[config.mk]
export PLATFORM = sky130hd
export DESIGN_NAME = display_serializer_flat
export DESIGN_NICKNAME = d
export VERILOG_FILES = /design/src/rtl/display_serializer_if.sv /design/src/rtl/display_serializer.sv /design/src/flat_wrapper.sv
export SDC_FILE = /design/constraint.sdc
export NUM_CORES = 1
export LEC_CHECK = 0
export BUFFER_PORTS_ARGS = -buffer_cell sky130_fd_sc_hd__buf_4
export CORE_MARGIN = 1.5
export CORE_UTILIZATION = 28
export CTS_CLUSTER_DIAMETER = 150
export DETAILED_ROUTE_END_ITERATION = 16
export PLACE_DENSITY = 0.45
export SKIP_CTS_REPAIR_TIMING = 1
export SLEW_MARGIN = 20
export SYNTH_ARGS = -nofsm -noshare
export SYNTH_HDL_FRONTEND = slang
export SYNTH_SLANG_ARGS = --single-unit
[constraint.sdc]
create_clock -name i_clk -period 5.1 [get_ports i_clk]
set_input_delay 0.51 -clock i_clk [delete_from_list [all_inputs] [get_ports i_clk]]
set_output_delay 0.51 -clock i_clk [all_outputs]
set_load 0.02 [all_outputs]
[src/rtl/display_serializer_if.sv]
// Host/pin-side bundle for the 7-segment frame serializer: frame request,
// status strobes and the three serial lines to the chained shift registers.
interface display_serializer_if #(
    parameter int NUM_DIGITS = 6
);
    logic                      i_en;
    logic                      i_lzb;
    logic                      i_start_stb;
    logic [4*NUM_DIGITS-1:0]   i_digits;
    logic [NUM_DIGITS-1:0]     i_dp;
    logic                      o_busy;
    logic                      o_done_stb;
    logic                      o_serial_data;
    logic                      o_serial_clk;
    logic                      o_serial_latch;

    modport master (
        output i_en, i_lzb, i_start_stb, i_digits, i_dp,
        input  o_busy, o_done_stb, o_serial_data, o_serial_clk, o_serial_latch
    );

    modport slave (
        input  i_en, i_lzb, i_start_stb, i_digits, i_dp,
        output o_busy, o_done_stb, o_serial_data, o_serial_clk, o_serial_latch
    );
endinterface

[src/rtl/display_serializer.sv]
// N-digit 7-segment frame serializer: snapshots digits on start, decodes to
// segment bytes (optional leading-zero blanking) and shifts them out with a latch.
module display_serializer #(
    parameter int NUM_DIGITS = 6,
    parameter int CLK_DIV    = 25,
    parameter bit MSB_FIRST  = 1'b1
) (
    input  logic                 i_clk,
    input  logic                 i_reset,
    display_serializer_if.slave  bus
);
    localparam int W  = 8 * NUM_DIGITS;
    localparam int PW = (CLK_DIV > 1) ? $clog2(CLK_DIV) : 1;
    localparam int BW = $clog2(W);

    typedef enum logic [2:0] {IDLE, SHIFT_LO, SHIFT_HI, LATCH, DONE} state_t;

    state_t          state_q;
    logic [PW-1:0]   phase_q;
    logic [BW-1:0]   bit_q;
    logic [W-1:0]    shreg_q;
    logic [W-1:0]    frame_d;
    logic            busy_q, done_q, data_q, sclk_q, latch_q;

    function automatic logic [6:0] seg7(input logic [3:0] v);
        case (v)
            4'h0: seg7 = 7'h3F;  4'h1: seg7 = 7'h06;  4'h2: seg7 = 7'h5B;  4'h3: seg7 = 7'h4F;
            4'h4: seg7 = 7'h66;  4'h5: seg7 = 7'h6D;  4'h6: seg7 = 7'h7D;  4'h7: seg7 = 7'h07;
            4'h8: seg7 = 7'h7F;  4'h9: seg7 = 7'h6F;  4'hA: seg7 = 7'h77;  4'hB: seg7 = 7'h7C;
            4'hC: seg7 = 7'h39;  4'hD: seg7 = 7'h5E;  4'hE: seg7 = 7'h79;  default: seg7 = 7'h71;
        endcase
    endfunction

    // Decoded frame, built from live inputs and only consumed on an accepted start.
    always_comb begin
        logic       seen;
        logic       blank;
        logic [3:0] dig;
        frame_d = '0;
        seen    = 1'b0;
        blank   = 1'b0;
        dig     = '0;
        for (int k = NUM_DIGITS - 1; k >= 0; k--) begin
            dig   = bus.i_digits[4*k +: 4];
            blank = bus.i_lzb && !seen && (dig == 4'h0) && (k != 0);
            if (dig != 4'h0) seen = 1'b1;
            frame_d[8*k +: 8] = bus.i_en ? {bus.i_dp[k], blank ? 7'h00 : seg7(dig)} : 8'h00;
        end
    end

    always_ff @(posedge i_clk) begin
        if (i_reset) begin
            state_q <= IDLE;
            phase_q <= '0;
            bit_q   <= '0;
            shreg_q <= '0;
            busy_q  <= 1'b0;
            done_q  <= 1'b0;
            data_q  <= 1'b0;
            sclk_q  <= 1'b0;
            latch_q <= 1'b0;
        end else begin
            done_q <= 1'b0;
            unique case (state_q)
                IDLE, DONE: begin
                    // A start in the DONE cycle is accepted just like in IDLE.
                    if (bus.i_start_stb) begin
                        state_q <= SHIFT_LO;
                        phase_q <= '0;
                        bit_q   <= '0;
                        shreg_q <= frame_d;
                        data_q  <= MSB_FIRST ? frame_d[W-1] : frame_d[0];
                        busy_q  <= 1'b1;
                    end else begin
                        state_q <= IDLE;
                    end
                end
                SHIFT_LO: begin
                    if (phase_q == PW'(CLK_DIV - 1)) begin
                        state_q <= SHIFT_HI;
                        phase_q <= '0;
                        sclk_q  <= 1'b1;
                    end else begin
                        phase_q <= phase_q + 1'b1;
                    end
                end
                SHIFT_HI: begin
                    if (phase_q == PW'(CLK_DIV - 1)) begin
                        phase_q <= '0;
                        sclk_q  <= 1'b0;
                        if (bit_q == BW'(W - 1)) begin
                            state_q <= LATCH;
                            latch_q <= 1'b1;
                            data_q  <= 1'b0;
                        end else begin
                            state_q <= SHIFT_LO;
                            bit_q   <= bit_q + 1'b1;
                            shreg_q <= MSB_FIRST ? {shreg_q[W-2:0], 1'b0} : {1'b0, shreg_q[W-1:1]};
                            data_q  <= MSB_FIRST ? shreg_q[W-2] : shreg_q[1];
                        end
                    end else begin
                        phase_q <= phase_q + 1'b1;
                    end
                end
                LATCH: begin
                    if (phase_q == PW'(CLK_DIV - 1)) begin
                        state_q <= DONE;
                        phase_q <= '0;
                        latch_q <= 1'b0;
                        busy_q  <= 1'b0;
                        done_q  <= 1'b1;
                    end else begin
                        phase_q <= phase_q + 1'b1;
                    end
                end
                default: state_q <= IDLE;
            endcase
        end
    end

    assign bus.o_busy         = busy_q;
    assign bus.o_done_stb     = done_q;
    assign bus.o_serial_data  = data_q;
    assign bus.o_serial_clk   = sclk_q;
    assign bus.o_serial_latch = latch_q;
endmodule

[src/flat_wrapper.sv]
// flat-port wrapper written by rule: the top's interface ports become plain ports
module display_serializer_flat 
#(
    parameter int NUM_DIGITS = 6,
    parameter int CLK_DIV    = 25,
    parameter bit MSB_FIRST  = 1'b1
)
  (i_clk, i_reset, bus_i_en, bus_i_lzb, bus_i_start_stb, bus_i_digits, bus_i_dp, bus_o_busy, bus_o_done_stb, bus_o_serial_data, bus_o_serial_clk, bus_o_serial_latch);
  display_serializer_if #(.NUM_DIGITS(NUM_DIGITS)) bus_i ();
  input  logic i_clk;
  input  logic i_reset;
  input wire logic [$bits(bus_i.i_en)-1:0] bus_i_en;
  input wire logic [$bits(bus_i.i_lzb)-1:0] bus_i_lzb;
  input wire logic [$bits(bus_i.i_start_stb)-1:0] bus_i_start_stb;
  input wire logic [$bits(bus_i.i_digits)-1:0] bus_i_digits;
  input wire logic [$bits(bus_i.i_dp)-1:0] bus_i_dp;
  output wire logic [$bits(bus_i.o_busy)-1:0] bus_o_busy;
  output wire logic [$bits(bus_i.o_done_stb)-1:0] bus_o_done_stb;
  output wire logic [$bits(bus_i.o_serial_data)-1:0] bus_o_serial_data;
  output wire logic [$bits(bus_i.o_serial_clk)-1:0] bus_o_serial_clk;
  output wire logic [$bits(bus_i.o_serial_latch)-1:0] bus_o_serial_latch;
  assign bus_i.i_en = bus_i_en;
  assign bus_i.i_lzb = bus_i_lzb;
  assign bus_i.i_start_stb = bus_i_start_stb;
  assign bus_i.i_digits = bus_i_digits;
  assign bus_i.i_dp = bus_i_dp;
  assign bus_o_busy = bus_i.o_busy;
  assign bus_o_done_stb = bus_i.o_done_stb;
  assign bus_o_serial_data = bus_i.o_serial_data;
  assign bus_o_serial_clk = bus_i.o_serial_clk;
  assign bus_o_serial_latch = bus_i.o_serial_latch;
  display_serializer #(.NUM_DIGITS(NUM_DIGITS), .CLK_DIV(CLK_DIV), .MSB_FIRST(MSB_FIRST)) u_core (.i_clk(i_clk), .i_reset(i_reset), .bus(bus_i));
endmodule
==> results.ini, run 1 <==
[routing]
route.detailed.wl_per_inst_um=14.2
dr.first_iter.drc_count=290
vias_per_cell=5.01
post-route-drc-count=0
final_antenna_net_count=0
dr_total_vias=3852
wl_um=10900
drt_pass1_iterations=4

[cts]
clk_latency_ns=0.33
htreeDepth=3
clk_pin_slew_ns=0.05
cts_tree=yes
numCtsBuffers=9
root_buffer=clkbuf_16
clockBufferDepth=2
cts.sinks=66

[yosys]
syn-num-nets=614
yosysTopAreaCellShare=0.298
synth_compound_area_frac=0.236
synth-edff-count=0
synth_area_sq_um=4430
synthArstFlopShare=0
yosysTopAreaCell=dfxtp_1
synthCells=541
ys_ff_latch=66
ys_seq_area_frac=0.298
synthTopCellsByArea=dfxtp_1 30%, ha_1 11%, nor2_1 7.3%
yosys_warnings=0
synth.most_common_cell=nor2_1
synthAdderAreaFrac=0.107
synth_top_family_by_area=compound AO/OA/AOI/OAI gates
synthTopCellsByCount=86 x nor2_1, 66 x dfxtp_1, 38 x ha_1
ys.flop_type=dfxtp_1
syn_area_per_cell_sq_um=8.20
synth_cell_types=55
synth-simple-area-share=0.221
synth-xor-area-share=0.0138
synth_mux_area_frac=0.0598

[sta]
maxSlewHeadroom=0.354
setup_viol=0
slew_viol_final=0
grt_setup_unrepaired=false
fin_crit_sh=0.556
tns_ns=0
max_freq_mhz=353
whs_ns=0.464
finalClockSkew_ns=0.00616
period_needed_ns=2.84
hold_violations=0
tightest_slew_ns=0.965
fin_ws_ns=2.26

[layout]
synthToLayoutAreaGrowth_pct=16.0
fill_cells=1644
final_nets=626
antenna_cells=0
layout-drive-gt1-share=0.129
design_area_sq_um=5140

[critical_path]
crit_arrival_ns=3.05
worstSetupPathType=flop to flop
worst_ep_required_time_ns=5.32
end_kind=flop
worstPathMaxFanout=47
worstSetupStartpointType=flop

[run_status]
status=completed

[global_route]
grt_start_max_net_pins=60
grt_pass1_wl_um=18100
track_usage=0.135
grt_pass1_vias=3643
overflow=0
antenna_found_initial=0

[die]
num_rows=45
io_pins=40
die_area_sq_um=16600
die_w_um=129
core_sq_um=15300
start_util=0.290
die_h_um=129

[placement]
port_buffers=39
gp_congestion=0.800
placed_area_sq_um=4830
hpwl_um=7550
pre_cts_ws_ns=2.27

[flow_run]
drv_cap=0

[power]
ir_drop_v=0.000158
cellPowerDensity_nw_per_um2=287
p_leak_nw=1.97

[worst_hold_path]
hold_path_class=flop to flop

cell families after synthesis:
kind of cell | count (synthesis)
buffers and inverters | 66
AOI/OAI and AO/OA | 142
xor gates and xnor gates | 7
muxes | 20
and+or+nand+nor | 202
DFF | 66
adders and majority gates | 38
final timing paths:
path                           from                 to  cells past startpoint  slack (ns)
hold reg to reg   u_core.shreg_q[0]  u_core.shreg_q[0]                      2        0.46
setup / recovery  u_core.state_q[1]  u_core.shreg_q[7]                      7        2.26
hold / removal    u_core.shreg_q[0]  u_core.shreg_q[0]                      2        0.46
setup reg to reg  u_core.state_q[1]  u_core.shreg_q[7]                      7        2.26
per-layer routing:
layer,up-vias,part of all wire,global-route usage
li1,1996,-,-
met1,1798,0.53,0.195
met2,45,0.43,0.205
met3,13,0.027,0.0154
met4,0,0.016,0.0555
met5,-,0,0
final cells by class:
type / instances / area, sq um / share of cell area
inverter: 26 / 97.6 / 0.0190
clock buffer: 14 / 254 / 0.0494
clock inverter: 2 / 60.1 / 0.0117
tap: 211 / 264 / 0.0513
multi-input combinational: 409 / 2840 / 0.552
sequential: 66 / 1320 / 0.257
timing repair buffer: 41 / 308 / 0.0599
worst max-delay path, cell delays in order (launching register included):
cell      delay [ns]
dfxtp_1         0.52
nor3b_2         0.22
buf_4           0.42
a21oi_1         0.32
nor2_4          0.39
buf_4           0.46
nor2_1          0.07
a311oi_1        0.29
report_power, final:
part / leakage, nW / internal [W] / switching (W)
clock: 0.151 / 0.000442 / 0.000220
combinational: 1.28 / 0.000101 / 0.000140
sequential: 0.543 / 0.000552 / 0.0000204
cells in the final DEF, fill, tap and decap left out, drive strengths merged, types with 4 or more instances in the layout:
cell / netlist / layout
nor3: 30 / 30
o21ai: 30 / 30
buf: 15 / 41
a22oi: 7 / 7
o211ai: 10 / 10
nand2: 31 / 31
a32oi: 4 / 4
a211oi: 35 / 35
nor2b: 9 / 9
nand2b: 8 / 8
xnor2: 4 / 4
ha: 38 / 38
o311ai: 4 / 4
or3b: 4 / 4
a311oi: 20 / 20
nor3b: 4 / 4
nand3: 11 / 11
mux2i: 13 / 13
clkbuf: 25 / 14
mux4: 5 / 5
a21oi: 14 / 14
inv: 26 / 26
a221oi: 5 / 5
dfxtp: 66 / 66
nor2: 86 / 86
nand4: 4 / 4
registers in the layout (all words and copies together) (netlist names):
signal,cells
u_core.shreg_q,47
u_core.bus.o_busy,1
u_core.bus.o_done_stb,1
u_core.bus.o_serial_clk,1
u_core.bus.o_serial_data,1
u_core.bit_q,6
u_core.state_q,3
u_core.phase_q,5
u_core.bus.o_serial_latch,1
per-stage QoR:
step,util,cells,power [W]
floorplan,-,541,0.000753
CTS,0.336,769,0.00149
global placement,0.315,753,0.000822
detailed placement,0.315,753,0.000826
global route,0.336,769,0.00155
finish,0.336,769,0.00148
No activity file was read; power rests on OpenSTA's default activity.
==> run 2, diff against run 1 <==
clock period = 2.9 ns   (was 5.1 ns; I/O delays follow)
==> results.ini, run 2 (synthesis results as in run 1) <==
[global_route]
track_usage=0.135  ; -0.000311
grt_pass1_vias=3624  ; -0.52%
overflow=0  ; unchanged
antenna_found_initial=0  ; unchanged
grt_start_max_net_pins=60  ; unchanged
grt_pass1_wl_um=18100  ; about the same

[placement]
pre_cts_ws_ns=0.422  ; -1.85 ns
port_buffers=39  ; unchanged
gp_congestion=0.776  ; -2.9%
hpwl_um=7560  ; +0.10%

[die]
core_sq_um=15300  ; unchanged
die_w_um=129  ; unchanged
io_pins=40  ; unchanged
die_h_um=129  ; unchanged
start_util=0.290  ; unchanged
die_area_sq_um=16600  ; unchanged
num_rows=45  ; unchanged

[sta]
finalClockSkew_ns=0.00570  ; -0.000458 ns
maxSlewHeadroom=0.439  ; +0.0848
tightest_slew_ns=0.839  ; -0.126 ns
fin_crit_sh=0.863  ; +0.307
hold_violations=0  ; unchanged
grt_setup_unrepaired=false
slew_viol_final=0  ; unchanged
fin_ws_ns=0.398  ; -1.87 ns
setup_viol=0  ; unchanged
period_needed_ns=2.50  ; -0.333 ns
max_freq_mhz=400  ; +13%
tns_ns=0  ; unchanged

[critical_path]
crit_start=u_core.state_q[1]
r2r_cells=6  ; -1
end_kind=flop
max_stage_delay_ns=0.71  ; +0.19 ns
rr_startpoint=u_core.state_q[1]
cp_cell_sequence=nor3b_2, a21oi_1, nor2_4, buf_4, nor2_1, a311oi_1
worst_ep_required_time_ns=3.13  ; -2.19 ns
worstSetupPathType=flop to flop
worstSetupStartpointType=flop
cpMaxStageDelayCell=nor2_4
worstPathMaxFanout=38  ; -19%
crit_arrival_ns=2.73  ; -0.32 ns

[routing]
vias_per_cell=5.05  ; +0.85%
dr.first_iter.drc_count=295  ; +1.7%
drt_pass1_iterations=4  ; unchanged
dr_total_vias=3895  ; +1.1%
wl_um=10700  ; -1.3%
final_antenna_net_count=0  ; unchanged
post-route-drc-count=0  ; unchanged
route.detailed.wl_per_inst_um=13.9  ; -1.6%

[power]
cellPowerDensity_nw_per_um2=462  ; +61%
p_clk_frac=0.393  ; -0.056
combPwrFrac=0.182  ; +0.018
pwr-share-seq=0.425  ; +0.037
p_leak_nw=1.98  ; +0.28%
switching_share=0.268  ; +0.00976
p_int_w=0.00174  ; +59%
ir_drop_v=0.000286  ; +81%
p_switching_w=0.000635  ; +67%

[cts]
clk_latency_ns=0.33  ; about the same
htreeDepth=3  ; unchanged
clockBufferDepth=2  ; unchanged
root_buffer=clkbuf_16
cts.sinks=66  ; unchanged
cts_tree=yes
clk_pin_slew_ns=0.05  ; about the same
numCtsBuffers=9  ; unchanged

[layout]
synthToLayoutAreaGrowth_pct=15.8
final_cell_mix=85 x nor2_1, 66 x dfxtp_1, 46 x buf_4, 38 x ha_1, 35 x a211oi_1
largest_reg_flops=47  ; unchanged
mostFrequentLayoutCell=nor2_1
layout-drive-gt1-share=0.138  ; +0.00847
antenna_cells=0  ; unchanged
reg.largest.list=u_core.shreg_q: 47 flops, u_core.bit_q: 6 flops, u_core.phase_q: 5 flops
final_nets=632  ; +0.96%
regMostFlops=u_core.shreg_q

[run_status]
status=completed

[flow_run]
drv_cap=0  ; unchanged

[worst_hold_path]
hold_path_class=primary input to flop
min_path_cells=3  ; +1
worstHoldStart=bus_i_dp[4]

-- run 2: changes by cell type in the layout (fill, tap and decap cells not counted) --
cell,before,now
buf_4,41,46
clkinv_2,0,1
bufinv_16,2,0
clkbuf_1,4,1
buf_12,0,1
-- run 2: per-stage QoR --
stage               utilization  std cells  hold slack (ns)  area [sq um]  power (W)
global placement          0.319        759            0.446          4890    0.00145
CTS                       0.335        771            0.262          5130    0.00240
global route              0.335        771            0.275          5130    0.00250
floorplan                     -        541            0.432          4430    0.00132
detailed placement        0.319        759            0.450          4890    0.00146
finish                    0.335        771            0.266          5130    0.00237
-- run 2: final cells by class --
cell class | count | area [sq um]
multi-input cells | 409 | 2840
clock buffers | 11 | 243
fillers | 1642 | 10200
flip-flops and latches | 66 | 1320
clock inverters | 1 | 5.00
inverters | 26 | 97.6
repair buffers | 47 | 365
well taps | 211 | 264
-- run 2: path summary, 6_finish.rpt --
| check | end | slack [ns] |
|---|---|---|
| worst max-delay path | u_core.shreg_q[7] | 0.40 |
| worst min register to register | u_core.shreg_q[0] | 0.46 |
| worst max register to register | u_core.shreg_q[7] | 0.40 |
| worst min-delay path | u_core.shreg_q[39] | 0.27 |
-- run 2: power groups by stage --
| stage | combinational [W] | clock (W) | sequential [W] |
|---|---|---|---|
| 6_report | 0.000431 | 0.000933 | 0.00101 |
| 5_1_grt | 0.000492 | 0.000994 | 0.00101 |
| 4_1_cts | 0.000436 | 0.000956 | 0.00101 |
| 3_5_place_dp | 0.000435 | 0 | 0.00102 |
| 3_3_place_gp | 0.000429 | 0 | 0.00102 |
| 2_1_floorplan | 0.000310 | 0 | 0.00102 |
-- run 2: critical path, delay by kind of cell (launching register included) --
family,cells,cell delay [ns]
simple gates,3,1.04
buf+inv,1,0.36
flops,1,0.53
compound gates,2,0.45
-- run 2: per-layer routing --
| metal | vias up | track usage | share of wire | wire length, um |
|---|---|---|---|---|
| li1 | 2002 | - | - | - |
| met1 | 1823 | 0.193 | 0.50 | 5360 |
| met2 | 61 | 0.207 | 0.45 | 4810 |
| met3 | 9 | 0.0208 | 0.039 | 422 |
| met4 | 0 | 0.0456 | 0.013 | 139 |
| met5 | - | 0 | 0 | 0 |
